`config.mk`:
```
export PLATFORM = sky130hd
export DESIGN_NAME = secded_decoder_pipe
export DESIGN_NICKNAME = d
export VERILOG_FILES = /design/src/rtl/secded_decoder_pipe.sv
export SDC_FILE = /design/constraint.sdc
export NUM_CORES = 1
export LEC_CHECK = 0
export BUFFER_PORTS_ARGS = -buffer_cell sky130_fd_sc_hd__buf_2
export CAP_MARGIN = 15
export CORE_MARGIN = 5
export CORE_UTILIZATION = 54
export DETAILED_ROUTE_END_ITERATION = 12
export GPL_TIMING_DRIVEN = 0
export HOLD_SLACK_MARGIN = 0.02
export PLACE_DENSITY = 0.81
export SYNTH_ARGS = -nofsm -noshare
export SYNTH_HDL_FRONTEND = slang
export SYNTH_SLANG_ARGS = --single-unit
```
`constraint.sdc`:
```
create_clock -name clk -period 4.31 [get_ports clk]
set_clock_uncertainty 0.1 [all_clocks]
set_input_delay 0.6465 -clock clk [delete_from_list [all_inputs] [get_ports clk]]
set_output_delay 0.6465 -clock clk [all_outputs]
set_load 0.01 [all_outputs]
```
`src/rtl/secded_decoder_pipe.sv`:
```
// Two-stage pipelined SECDED (extended Hamming) decoder with valid/ready flow control
// and saturating corrected/uncorrectable event counters.
module secded_decoder_pipe #(
  parameter  int DATA_W = 8,
  parameter  int CNT_W  = 16,
  localparam int P = (DATA_W <= 4)  ? 3 :
                     (DATA_W <= 11) ? 4 :
                     (DATA_W <= 26) ? 5 :
                     (DATA_W <= 57) ? 6 : 7,
  localparam int N = DATA_W + P + 1
) (
  input  logic              clk,
  input  logic              rst_n,
  input  logic              in_valid,
  output logic              in_ready,
  input  logic [N-1:0]      in_code,
  input  logic              correct_en,
  output logic              out_valid,
  input  logic              out_ready,
  output logic [DATA_W-1:0] out_data,
  output logic              out_single,
  output logic              out_double,
  output logic [P-1:0]      out_err_pos,
  input  logic              cnt_clr,
  output logic [CNT_W-1:0]  corr_cnt,
  output logic [CNT_W-1:0]  uncorr_cnt
);

  logic              r_s1_valid;
  logic              r_s1_corr_en;
  logic [N-1:0]      r_s1_code;
  logic              r_s2_valid;
  logic              r_s2_single;
  logic              r_s2_double;
  logic [DATA_W-1:0] r_s2_data;
  logic [P-1:0]      r_s2_err_pos;
  logic [CNT_W-1:0]  r_corr_cnt;
  logic [CNT_W-1:0]  r_uncorr_cnt;

  logic              w_s2_ready;
  logic              w_xfer;
  logic [P-1:0]      w_syn;
  logic              w_ovr;
  logic              w_single;
  logic              w_double;
  logic [P-1:0]      w_err_pos;
  logic [N-1:0]      w_fixed;
  logic [DATA_W-1:0] w_data;

  // A stage may load when it is empty or its current word leaves on the same edge.
  assign w_s2_ready = !r_s2_valid || out_ready;
  assign in_ready   = !r_s1_valid || w_s2_ready;
  assign w_xfer     = r_s2_valid && out_ready;

  always_ff @(posedge clk) begin
    if (!rst_n) begin
      r_s1_valid   <= 1'b0;
      r_s1_corr_en <= 1'b0;
      r_s1_code    <= '0;
    end else if (in_ready) begin
      // NOTE: non-blocking assignments keep every register sampling pre-edge values.
      r_s1_valid <= in_valid;
      if (in_valid) begin
        r_s1_code    <= in_code;
        r_s1_corr_en <= correct_en;
      end
    end
  end

  always_comb begin : p_decode
    int k;
    // NOTE: every output of this block gets a default first, so no latch is inferred.
    w_syn     = '0;
    w_single  = 1'b0;
    w_double  = 1'b0;
    w_err_pos = '0;
    w_fixed   = r_s1_code;
    w_data    = '0;
    k         = 0;
    for (int j = 1; j < N; j++) begin
      if (r_s1_code[j]) w_syn = w_syn ^ P'(j);
    end
    w_ovr = ^r_s1_code;
    if (w_ovr) begin
      if (int'(w_syn) < N) begin
        w_single  = 1'b1;
        w_err_pos = w_syn;
        if (r_s1_corr_en) w_fixed = r_s1_code ^ (N'(1) << w_syn);
      end else begin
        w_double = 1'b1;
      end
    end else if (w_syn != '0) begin
      w_double = 1'b1;
    end
    // Payload occupies the non-power-of-two positions above bit 0, in ascending order.
    for (int j = 1; j < N; j++) begin
      if ((j & (j - 1)) != 0) begin
        w_data[k] = w_fixed[j];
        k++;
      end
    end
  end

  always_ff @(posedge clk) begin
    if (!rst_n) begin
      r_s2_valid   <= 1'b0;
      r_s2_single  <= 1'b0;
      r_s2_double  <= 1'b0;
      r_s2_data    <= '0;
      r_s2_err_pos <= '0;
    end else if (w_s2_ready) begin
      r_s2_valid <= r_s1_valid;
      if (r_s1_valid) begin
        r_s2_single  <= w_single;
        r_s2_double  <= w_double;
        r_s2_data    <= w_data;
        r_s2_err_pos <= w_err_pos;
      end
    end
  end

  // Clear wins over a same-cycle increment; counting stops at all-ones.
  always_ff @(posedge clk) begin
    if (!rst_n || cnt_clr) begin
      r_corr_cnt   <= '0;
      r_uncorr_cnt <= '0;
    end else if (w_xfer) begin
      if (r_s2_single && (r_corr_cnt != '1))   r_corr_cnt   <= r_corr_cnt + CNT_W'(1);
      if (r_s2_double && (r_uncorr_cnt != '1)) r_uncorr_cnt <= r_uncorr_cnt + CNT_W'(1);
    end
  end

  assign out_valid   = r_s2_valid;
  assign out_data    = r_s2_data;
  assign out_single  = r_s2_single;
  assign out_double  = r_s2_double;
  assign out_err_pos = r_s2_err_pos;
  assign corr_cnt    = r_corr_cnt;
  assign uncorr_cnt  = r_uncorr_cnt;

endmodule

```
# After elaboration in Yosys (flattened, before gate mapping)
# Cells that the tools add are included.
# Widths: inputs -> output; s select.
classes:
  addsub: 2
  n_lt_le_gt_ge: 1
  eq_ne: 2
  shift: 1
  muxes: 22
  bitwise: 12
  n_reduce_logical: 15
op_table:
  columns: ["op", "n"]
  rows:
  - ["$mux 13", 3]
  - ["$add 16x1->16 const B", 2]
  - ["$ne 16x16->1 const B", 2]
  - ["$mux 4", 7]
  - ["$reduce_xor 13->1", 1]
  - ["$shl 1x4->13 const A", 1]
  - ["$xor 13x13->13", 1]
  - ["$mux 3", 4]
  - ["$not 2->2", 6]
  - ["$reduce_and 2->1", 4]
  - ["$mux 1", 6]
  - ["$not 3->3", 2]
  - ["$lt 4x4->1 const B", 1]
  - ["$mux 2", 2]
  - ["$reduce_bool 4->1", 1]
  - ["$logic_and 1x1->1", 3]
  - ["$logic_not 1->1", 3]
  - ["$logic_or 1x1->1", 3]
  - ["$not 1->1 const A", 3]
totals:
  register_bits: 62
  inputBits: 19
  out_inout_bits: 48

# Longest topological paths before layout
# Gate-level depths: netlist of the first run.
logic_depth:
  depth_word: 25
  ltp_mapped: 8

# Least setup slack after synthesis of the first run
# Ideal clock, no wire load.
synth_path:
  path_kind: "reg-to-reg"
  startpoint: "register r_s1_code[11]"
  endpoint: "register r_s2_double (netlist: out_double)"
  arrival_ns: 1.842
  t_required_ns: 4.136
  setup_slack_ns: 2.294
  path_stages_with_launch: 8
  path_buffers: 1
  period_less_slack_ns: 2.016
  path_cell_list: "dfxtp_1 xor2_1 xnor3_1 and2_4 buf_6 a211oi_2 a21oi_1 a31oi_1"
synth_between:
  elab_chain_cells: 6
  elab_cells_between_ends: 9
synth_lines:
  columns: ["item", "line_no", "rtl"]
  rows:
  - ["start: declaration", "31", "logic [N-1:0] r_s1_code;"]
  - ["start signal: assignment", "64", "r_s1_code <= in_code;"]
  - ["$mux 4", "81", "if (r_s1_code[j]) w_syn = w_syn ^ P'(j);"]
  - ["$not 2->2 (no source line)", null, null]
  - ["$mux 4", "81", null]
  - ["$lt 4x4->1 / $reduce_bool 4->1 (equally long branches)", "85, 92", null]
  - ["$mux 1 (on tied branches)", "85, 92", null]
  - ["$mux 1 (*)", "84", "if (w_ovr) begin"]
  - ["end signal: assignment", "115", "r_s2_double <= w_double;"]
  - ["end: declaration", "34", "logic r_s2_double;"]
# Every way passes the cells marked *; elsewhere a longest branch is shown, timed or not.
# A chain may end at the register's enable or synchronous reset.

# Final worst setup path of the first run
# Same ends and word-level chain as after synthesis.

==> results_dict.tcl, run 1 <==
set metrics [dict create \
    vias 2810 \
    die-area_mm2 0.007496 \
    power_leakage_nw 1.542 \
    cts.clk_slew.worst_paths_ns 0.07 \
    ys_seq_elements 62 \
    synth_edf_count 0 \
    syn_inst 360 \
    synth_top_cells_by_count "dfxtp_1 (62), nand2_1 (44), nor2_1 (36)" \
    hold_class "reg -> reg" \
    power_switching_w 0.0003810 \
    clock_path_buffers 2 \
    tns_ns 0 \
    syn_nets 381 \
    fmax_ghz 0.4327 \
    crit_path_start_kind "flop" \
    fillCellCount 471 \
    row_count 27 \
    grt_pass1_vias 2664 \
    pin_count 67 \
    synthTopCellsByArea "dfxtp_1 (39%), xor2_1 (8.6%), xnor2_1 (6.4%)" \
    grt_max_degree 12 \
    crit_path_max_fanout 6 \
    p_comb_share_pct 16.1 \
    cts_made_buffers 9 \
    final_util_pct 67.94 \
    p_int_w 0.001020 \
    syn_to_final_growth_pct 20.31 \
    final.setup.worst_slack_ns 1.999 \
    synth_most_common_cell "dfxtp_1" \
    ys.flop_type "dfxtp_1" \
    hold_viol 0 \
    final_layout_size_suffix_gt1_share_pct 21.95 \
    yosysSeqAreaShare_pct 39.19 \
    wire_per_inst_um 14.11 \
    antenna_cells 0 \
    cts_tree "yes" \
    insertion_delay_ns 0.34 \
    routed_via_density 5.467 \
    relSlewSlack_pct 54.50 \
    worst_pin_slew_ns 0.6776 \
    avgSynthCellArea_um2 8.797 \
    worstSetupPathType "reg -> reg" \
    p_seq_share_pct 43.3 \
    final_nets 458 \
    hold_buffers 0 \
    rsz0062_at_grt "false" \
    htree_levels 3 \
    status "complete, no violations" \
    synth.distinct_cells 45 \
    die_y_um 86.58 \
    pre_cts_ws_ns 1.999 \
    coreArea_mm2 0.005608 \
    drt-pass1-iter-count 4 \
    slew_violations 0 \
    cts.sinks 62 \
    drt_wl_total_um 7254 \
    period_needed_ns 2.311 \
    dpl.hpwl_um 5354 \
    track_usage_pct 20.62 \
    root_buffer "clkbuf_8" \
    yosysWarnings 0 \
    arrival_ns 2.48 \
    p_sw_share_pct 27.20 \
    chipWidth_um 86.58 \
    cap_violations 0 \
    antenna_left 0 \
    initial_core_util_pct 56.47 \
    cts_resized 0 \
    finalSetupViolations 0 \
    drc 0 \
    finalWeightedCongestion 0.8597 \
    initialDrtViolationCount 137 \
    powerDensity_mw_per_mm2 367.7 \
    cts_setup_buffers 0 \
    synth_top_area_share_pct 39.19 \
    synth_area_leader_cell "dfxtp_1" \
    crit_path_end_kind "flop" \
    antenna_found_initial 0 \
    holdWs_ns 0.3855 \
    numPortBuffers 66 \
    grt_pass1_wl_um 12400 \
    grt_overflow 0 \
    clockPowerShare_pct 40.6 \
    required_ns 4.48 \
    synthArstFlopShare_pct 0 \
    ir_drop_uv 216.4 \
    synth_area_mm2 0.003167 \
    period_share_pct 53.62 \
]
==> layout make-up <==
type	instances	area (µm²)	share of cell area, %
repair buffers	66	330.3	8.670
flip-flops and latches	62	1241	32.58
clock inverters	6	85.08	2.233
multi-input cells	280	1848	48.51
well taps	72	90.09	2.365
inverters	2	7.507	0.1970
plain buffers	16	70.07	1.839
clock buffers	10	137.6	3.612
==> stage by stage <==
stage | cells | area, µm² | total power (W)
2_1_floorplan | 360 | 3167 | 0.0007827
3_3_place_gp | 498 | 3587 | 0.0008336
3_5_place_dp | 498 | 3587 | 0.0008406
4_1_cts | 514 | 3810 | 0.001409
5_1_grt | 514 | 3810 | 0.001466
6_report | 514 | 3810 | 0.001401
==> sequential cells by signal, indices dropped and copies added (netlist names) <==
name          flops
corr_cnt         16
out_data          8
out_double        1
out_err_pos       4
out_single        1
out_valid         1
r_s1_code        13
r_s1_corr_en      1
r_s1_valid        1
uncorr_cnt       16
==> worst paths after layout <==
path,start,to,slack (ns),depth (start not counted)
min,r_s1_code[4],r_s1_code[4],0.39,2
max reg2reg,r_s1_code[11],out_double,2.00,7
max,r_s1_code[11],out_double,2.00,7
min reg2reg,r_s1_code[4],r_s1_code[4],0.39,2
==> layout by cell type, fill, tap and decap left out, drive strengths merged, types with 7 or more instances in the layout <==
cell | synthesis | layout
buf | 5 | 71
dfxtp | 62 | 62
nand2 | 44 | 44
nor2 | 36 | 36
xor2 | 33 | 33
xnor2 | 25 | 25
clkbuf | 11 | 21
nand3 | 17 | 17
nor3 | 15 | 15
a21boi | 15 | 15
a21oi | 14 | 14
o21ai | 12 | 12
and4 | 8 | 8
o221ai | 7 | 7
==> worst max-delay path, cell delays in order (launching register included) <==
cell	delay, ns
dfxtp_1	0.52
xor2_1	0.36
xnor3_1	0.52
and2_4	0.16
buf_6	0.12
a211oi_2	0.24
a21oi_1	0.06
a31oi_1	0.16
==> layer usage <==
metal | global-route usage [%] | up-vias | share of wire [%]
met5 | 0 | - | 0
met4 | 9.773 | 0 | 2.2
met3 | 4.087 | 15 | 6.7
met2 | 33.52 | 89 | 47
met1 | 26.16 | 1278 | 44
li1 | - | 1428 | -
==> power groups by stage <==
stage	combinational (W)	clock (W)	sequential [W]
floorplan	0.000161	0	0.000622
detailed placement	0.000221	0	0.000619
global route	0.000247	0.000611	0.000608
global placement	0.000215	0	0.000619
finish	0.000226	0.000568	0.000607
CTS	0.000224	0.000579	0.000606
==> logic make-up after synthesis <==
kind of cell,Yosys count,synth area share [%]
AO/OA/AOI/OAI,68,15.09
XOR/XNOR,60,18.77
adder cells (fa/ha/maj),2,0.7901
buffers and inverters,18,2.450
flip-flops,62,39.19
multiplexers,2,0.6322
AND/OR/NAND/NOR,148,23.07
(Power assumes the default switching activity.)
==> run 2: changes to the inputs <==
--- a/config.mk
+++ b/config.mk
@@ -5,6 +5,7 @@
 export SDC_FILE = /design/constraint.sdc
 export NUM_CORES = 1
 export LEC_CHECK = 0
+export ABC_AREA = 1
 export BUFFER_PORTS_ARGS = -buffer_cell sky130_fd_sc_hd__buf_2
 export CAP_MARGIN = 15
 export CORE_MARGIN = 5
==> constraint.sdc (replaced) <==
create_clock -name clk -period 2.3 [get_ports clk]
set_clock_uncertainty 0.1 [all_clocks]
set_input_delay 0.345 -clock clk [delete_from_list [all_inputs] [get_ports clk]]
set_output_delay 0.345 -clock clk [all_outputs]
set_load 0.01 [all_outputs]
==> run 2 against run 1 <==
  * Die area is 5.0% higher
  * Global-route usage up 1.5 points
  * Power up 66%
  * Cell count increased by 27%
  * Hold slack got worse by 0.22 ns
  * Clock power is 41% higher
  * Worst setup slack lost 1.7 ns
  * Synthesized cell count rose by 39%
  * Routed wire length is 14% higher
  * Via count is 23% higher
  * First-iteration DRC count decreased by 14%
  * Largest power group unchanged
==> results_dict.tcl, run 2 <==
set metrics [dict create \
    root_buffer "clkbuf_8" \
    fmax_ghz 0.4902 \
    synth_edf_count 0 \
    slew_violations 0 \
    cap_violations 0 \
    htree_levels 3 \
    synthTopCellsByArea "dfxtp_1 (37%), nand2_1 (17%), a21oi_1 (7.5%)" \
    period_needed_ns 2.040 \
    final_nets 597 \
    grtUsageMet2_pct 40.42 \
    initial_core_util_pct 55.87 \
    grt_pass1_vias 3199 \
    chipWidth_um 88.73 \
    die_y_um 88.73 \
    die-area_mm2 0.007872 \
    r2r_slack_ns 0.26 \
    routed_via_density 5.294 \
    period_share_pct 88.69 \
    synth_top_area_share_pct 37.08 \
    fillCellCount 551 \
    ys_seq_elements 62 \
    cts.clk_slew.worst_paths_ns 0.07 \
    worstSetupPathType "reg -> reg" \
    required_ns 2.41 \
    yosysWarnings 0 \
    ir_drop_uv 586.7 \
    drt_wl_total_um 8253 \
    yosysSeqAreaShare_pct 37.08 \
    syn_nets 520 \
    row_count 28 \
    arrival_ns 2.15 \
    track_usage_pct 22.07 \
    powerDensity_mw_per_mm2 593.7 \
    antenna_cells 0 \
    fin_cells 654 \
    synth_area_leader_cell "dfxtp_1" \
    pin_count 67 \
    synth.distinct_cells 35 \
    initialDrtViolationCount 118 \
    finalSetupViolations 0 \
    layout_commonest_cell "nand2_1" \
    clock_path_buffers 2 \
    cts.sinks 62 \
    avgSynthCellArea_um2 6.707 \
    synth_area_mm2 0.003347 \
    hold_buffers 0 \
    tns_ns 0 \
    hold_viol 0 \
    pre_cts_ws_ns 0.2723 \
    antenna_found_initial 0 \
    drc 0 \
    power_leakage_nw 1.675 \
    rsz0062_at_grt "false" \
    relSlewSlack_pct 60.87 \
    finalWeightedCongestion 0.9147 \
    insertion_delay_ns 0.34 \
    synth_most_common_cell "nand2_1" \
    wire_per_inst_um 12.62 \
    final_layout_size_suffix_gt1_share_pct 20.73 \
    grt_util_met1_pct 25.64 \
    numPortBuffers 66 \
    crit_path_end_kind "flop" \
    worst_pin_slew_ns 0.5848 \
    drt-pass1-iter-count 4 \
    grt_max_degree 11 \
    crit_path_start_kind "flop" \
    hold_class "in -> reg" \
    dpl.hpwl_um 6290 \
    use_met3_pct 3.538 \
    cts_tree "yes" \
    dp_cells 640 \
    status "complete, no violations" \
    synthArstFlopShare_pct 0 \
    antenna_left 0 \
    synth_top_cells_by_count "nand2_1 (148), dfxtp_1 (62), a21oi_1 (50)" \
    syn_inst 499 \
    coreArea_mm2 0.005991 \
    ys.flop_type "dfxtp_1" \
    syn_to_final_growth_pct 17.35 \
    cts_made_buffers 9 \
    final.setup.worst_slack_ns 0.2601 \
    crit_path_max_fanout 10 \
    mostFrequentLayoutCells "nand2_1 (148), buf_2 (68), dfxtp_1 (61), a21oi_1 (50), inv_1 (46)" \
    busiest_layer "met2" \
    grt_pass1_wl_um 13830 \
    grt_overflow 0 \
    vias 3462 \
]
run 2: repair_timing:
action / 4_1_cts / 5_1_grt
endpoints found under the setup margin: 0 / 1
gates resized for setup: 0 / 1
buffers inserted: 0 / 0
run 2: kinds of logic after synthesis:
family,synth area share [%]
adders and majority gates,0.7475
and+or+nand+nor,35.96
DFF,37.08
xor gates and xnor gates,3.925
AOI/OAI and AO/OA,14.24
buffers and inverters,8.037
run 2: power breakdown:
part,total [W],internal (W),switching [W]
clock network,0.000802,0.000405,0.000397
registers,0.00114,0.00111,0.0000324
logic,0.000385,0.000126,0.000259
total,0.00233,0.00164,0.000688
run 2: worst paths after layout:
kind,startpoint,endpoint,depth (start not counted)
max,corr_cnt[0],corr_cnt[0],8
min,in_valid,r_s1_corr_en,3
max reg2reg,corr_cnt[0],corr_cnt[0],8
min reg2reg,out_err_pos[1],out_err_pos[1],2
run 2: metrics by stage:
step                cell area (µm²)  power, W  utilization [%]  hold WS [ns]
finish                         3928  0.002332            65.56        0.1704
global route                   3928  0.002463            65.56        0.2093
CTS                            3926  0.002348            65.54        0.1637
detailed placement             3771  0.001552            62.95        0.3594
global placement               3771  0.001541            62.95        0.3459
floorplan                      3347  0.001451                -        0.3572
run 2: cell type report:
class | count | area (µm²) | share of cell area [%]
plain buffers | 12 | 58.81 | 1.497
clock buffers | 12 | 145.1 | 3.695
clock inverters | 2 | 10.01 | 0.2549
inverters | 56 | 210.2 | 5.352
multi-input cells | 369 | 1837 | 46.77
flip-flops and latches | 62 | 1242 | 31.63
well taps | 75 | 93.84 | 2.389
repair buffers | 66 | 330.3 | 8.410
run 2: metal layers:
layer | vias up | wire, µm
li1 | 1772 | -
met1 | 1586 | 3463
met2 | 91 | 4171
met3 | 13 | 494
met4 | 0 | 124
met5 | - | 0
run 2: worst max-delay path, stage by stage, from the launching register on:
cell and delay, ns:
dfxtp_1 0.42, ha_1 0.24, nand2_2 0.11, nor4_2 0.39, nand2_1 0.13, nand2_2 0.13, buf_4 0.19, xor2_1 0.15
nor2_1 0.05
==> run 3: changes to the inputs <==
--- a/config.mk
+++ b/config.mk
@@ -8,12 +8,14 @@
 export ABC_AREA = 1
 export BUFFER_PORTS_ARGS = -buffer_cell sky130_fd_sc_hd__buf_2
 export CAP_MARGIN = 15
+export CELL_PAD_IN_SITES_DETAIL_PLACEMENT = 0
+export CELL_PAD_IN_SITES_GLOBAL_PLACEMENT = 1
 export CORE_MARGIN = 5
-export CORE_UTILIZATION = 54
+export CORE_UTILIZATION = 39
 export DETAILED_ROUTE_END_ITERATION = 12
 export GPL_TIMING_DRIVEN = 0
 export HOLD_SLACK_MARGIN = 0.02
-export PLACE_DENSITY = 0.81
+export PLACE_DENSITY = 0.82
 export SYNTH_ARGS = -nofsm -noshare
 export SYNTH_HDL_FRONTEND = slang
 export SYNTH_SLANG_ARGS = --single-unit
==> run 3 against run 2 <==
  * Via count fell by 3.2%
  * Sequential share of layout area fell by 0.79 points
  * Flip-flop and latch count did not move
  * Critical path depth rose by 1
  * Fmax fell by 2.1%
==> results_dict.tcl, run 3 (same netlist as run 2, synthesis figures left out) <==
set metrics [dict create \
    holdPathStages 3 \
    initial_core_util_pct 40.33 \
    row_count 33 \
    crit_path_max_incr_delay_ns 0.44 \
    numPortBuffers 66 \
    initialDrtViolationCount 117 \
    layout_commonest_cell "nand2_1" \
    hold_viol 0 \
    routed_via_density 4.886 \
    drt_wl_total_um 8789 \
    cts.clk_slew.worst_paths_ns 0.07 \
    cts_resized 0 \
    final_nets 597 \
    hold_class "in -> reg" \
    track_usage_pct 17.70 \
    final_layout_size_suffix_gt1_share_pct 20.83 \
    drc 0 \
    vias 3352 \
    grt_max_degree 11 \
    mostFrequentLayoutCells "nand2_1 (148), buf_2 (68), dfxtp_1 (62), a21oi_1 (50), inv_1 (46)" \
    status "complete, no violations" \
    crit_slowest_cell "dfxtp_1" \
    holdPathEnd "r_s1_corr_en" \
    die_y_um 102.6 \
    htree_levels 3 \
    grt_overflow 0 \
    die-area_mm2 0.01054 \
    crit_path_max_fanout 10 \
    insertion_delay_ns 0.35 \
    antenna_found_initial 0 \
    path_common_cell "nand2_1" \
    tns_ns 0 \
    final.setup.worst_slack_ns 0.2172 \
    finalWeightedCongestion 0.8603 \
    antenna_cells 0 \
    hold_start "correct_en" \
    crit_path_start_kind "flop" \
    r2r_cells 9 \
    chipWidth_um 102.6 \
    powerDensity_mw_per_mm2 652.2 \
    root_buffer "clkbuf_8" \
    ir_drop_uv 449.8 \
    crit_path_end_kind "flop" \
    coreArea_mm2 0.008299 \
    cts_setup_buffers 0 \
    hold_buffers 0 \
    wire_per_inst_um 12.81 \
    worst_pin_slew_ns 0.5434 \
    r2r_slack_ns 0.22 \
    rsz0062_at_grt "false" \
    clock_path_buffers 2 \
    path_cells "ha_1 > inv_1 > nor4_4 > nand4_1 > nand2_1 > buf_2 > o21ai_0 > nand2_1 > a31oi_1" \
    design_area_mm2 0.004024 \
    cts_tree "yes" \
    period_share_pct 90.56 \
    cts.sinks 62 \
    fin_cells 686 \
    syn_to_final_growth_pct 20.22 \
    slew_violations 0 \
    cts_made_buffers 9 \
    period_needed_ns 2.083 \
    pin_count 67 \
    r2r_end "uncorr_cnt[12]" \
    pre_cts_ws_ns 0.2546 \
    worstSetupPathType "reg -> reg" \
    place_area_mm2 0.003809 \
    dpl.hpwl_um 6729 \
    finalSetupViolations 0 \
    power_leakage_nw 1.702 \
    cap_violations 0 \
    grt_pass1_wl_um 14700 \
    antenna_left 0 \
    rr_startpoint "uncorr_cnt[0]" \
    drt-pass1-iter-count 4 \
    fmax_ghz 0.4801 \
    relSlewSlack_pct 63.77 \
    dp_cells 670 \
    required_ns 2.42 \
    arrival_ns 2.20 \
    grt_pass1_vias 3247 \
]
==> run 3: changes by cell type in the layout (fill, tap and decap cells not counted), sizes merged <==
cell / before / now
bufinv: 0 / 2
==> run 3: layout make-up <==
class                           count  area (µm²)
Clock buffer                       12       145.1
Multi-Input combinational cell    369        1837
Timing Repair Buffer               66       330.3
Clock inverter                      4       70.07
Buffer                             12       58.81
Inverter                           56       210.2
Tap cell                          105       131.4
Sequential cell                    62        1241
Fill cell                         894        4275
==> run 3: power breakdown <==
part	total (W)	switching, W	leakage (nW)	internal [W]
logic	0.000387	0.000260	1.09	0.000126
registers	0.00114	0.0000325	0.505	0.00111
clock network	0.00109	0.000456	0.110	0.000638
==> run 3: routing by layer <==
metal	part of all wire, %	track usage (%)	wire (µm)	vias up
met1	45	21.21	3983	1498
met5	0	0	0	-
met2	48	30.88	4206	66
li1	-	-	-	1773
met3	5.1	4.398	451	15
met4	1.7	5.853	148	0
==> run 3: through the flow <==
step	total power [W]	utilization, %	hold slack (ns)
global placement	0.001551	45.89	0.3457
detailed placement	0.001558	45.89	0.3551
CTS	0.002656	48.48	0.1440
global route	0.002757	48.48	0.1482
floorplan	0.001451	-	0.3572
finish	0.002624	48.48	0.1595
==> run 3: critical path, delay by kind of cell, from the launching register on <==
kind | cells | cell delay [ns]
buffers and inverters | 2 | 0.34
AOI/OAI and AO/OA | 2 | 0.14
DFF | 1 | 0.44
and+or+nand+nor | 4 | 0.68
adders and majority gates | 1 | 0.25
==> run 3: how the worst max path moves through the flow <==
stage	to	start	depth (start not counted)
2_1_floorplan	corr_cnt[5]	corr_cnt[0]	8
3_3_place_gp	uncorr_cnt[12]	uncorr_cnt[0]	9
3_5_place_dp	uncorr_cnt[12]	uncorr_cnt[0]	9
4_1_cts	uncorr_cnt[12]	uncorr_cnt[0]	9
5_1_grt	uncorr_cnt[12]	uncorr_cnt[0]	9
6_report	uncorr_cnt[12]	uncorr_cnt[0]	9
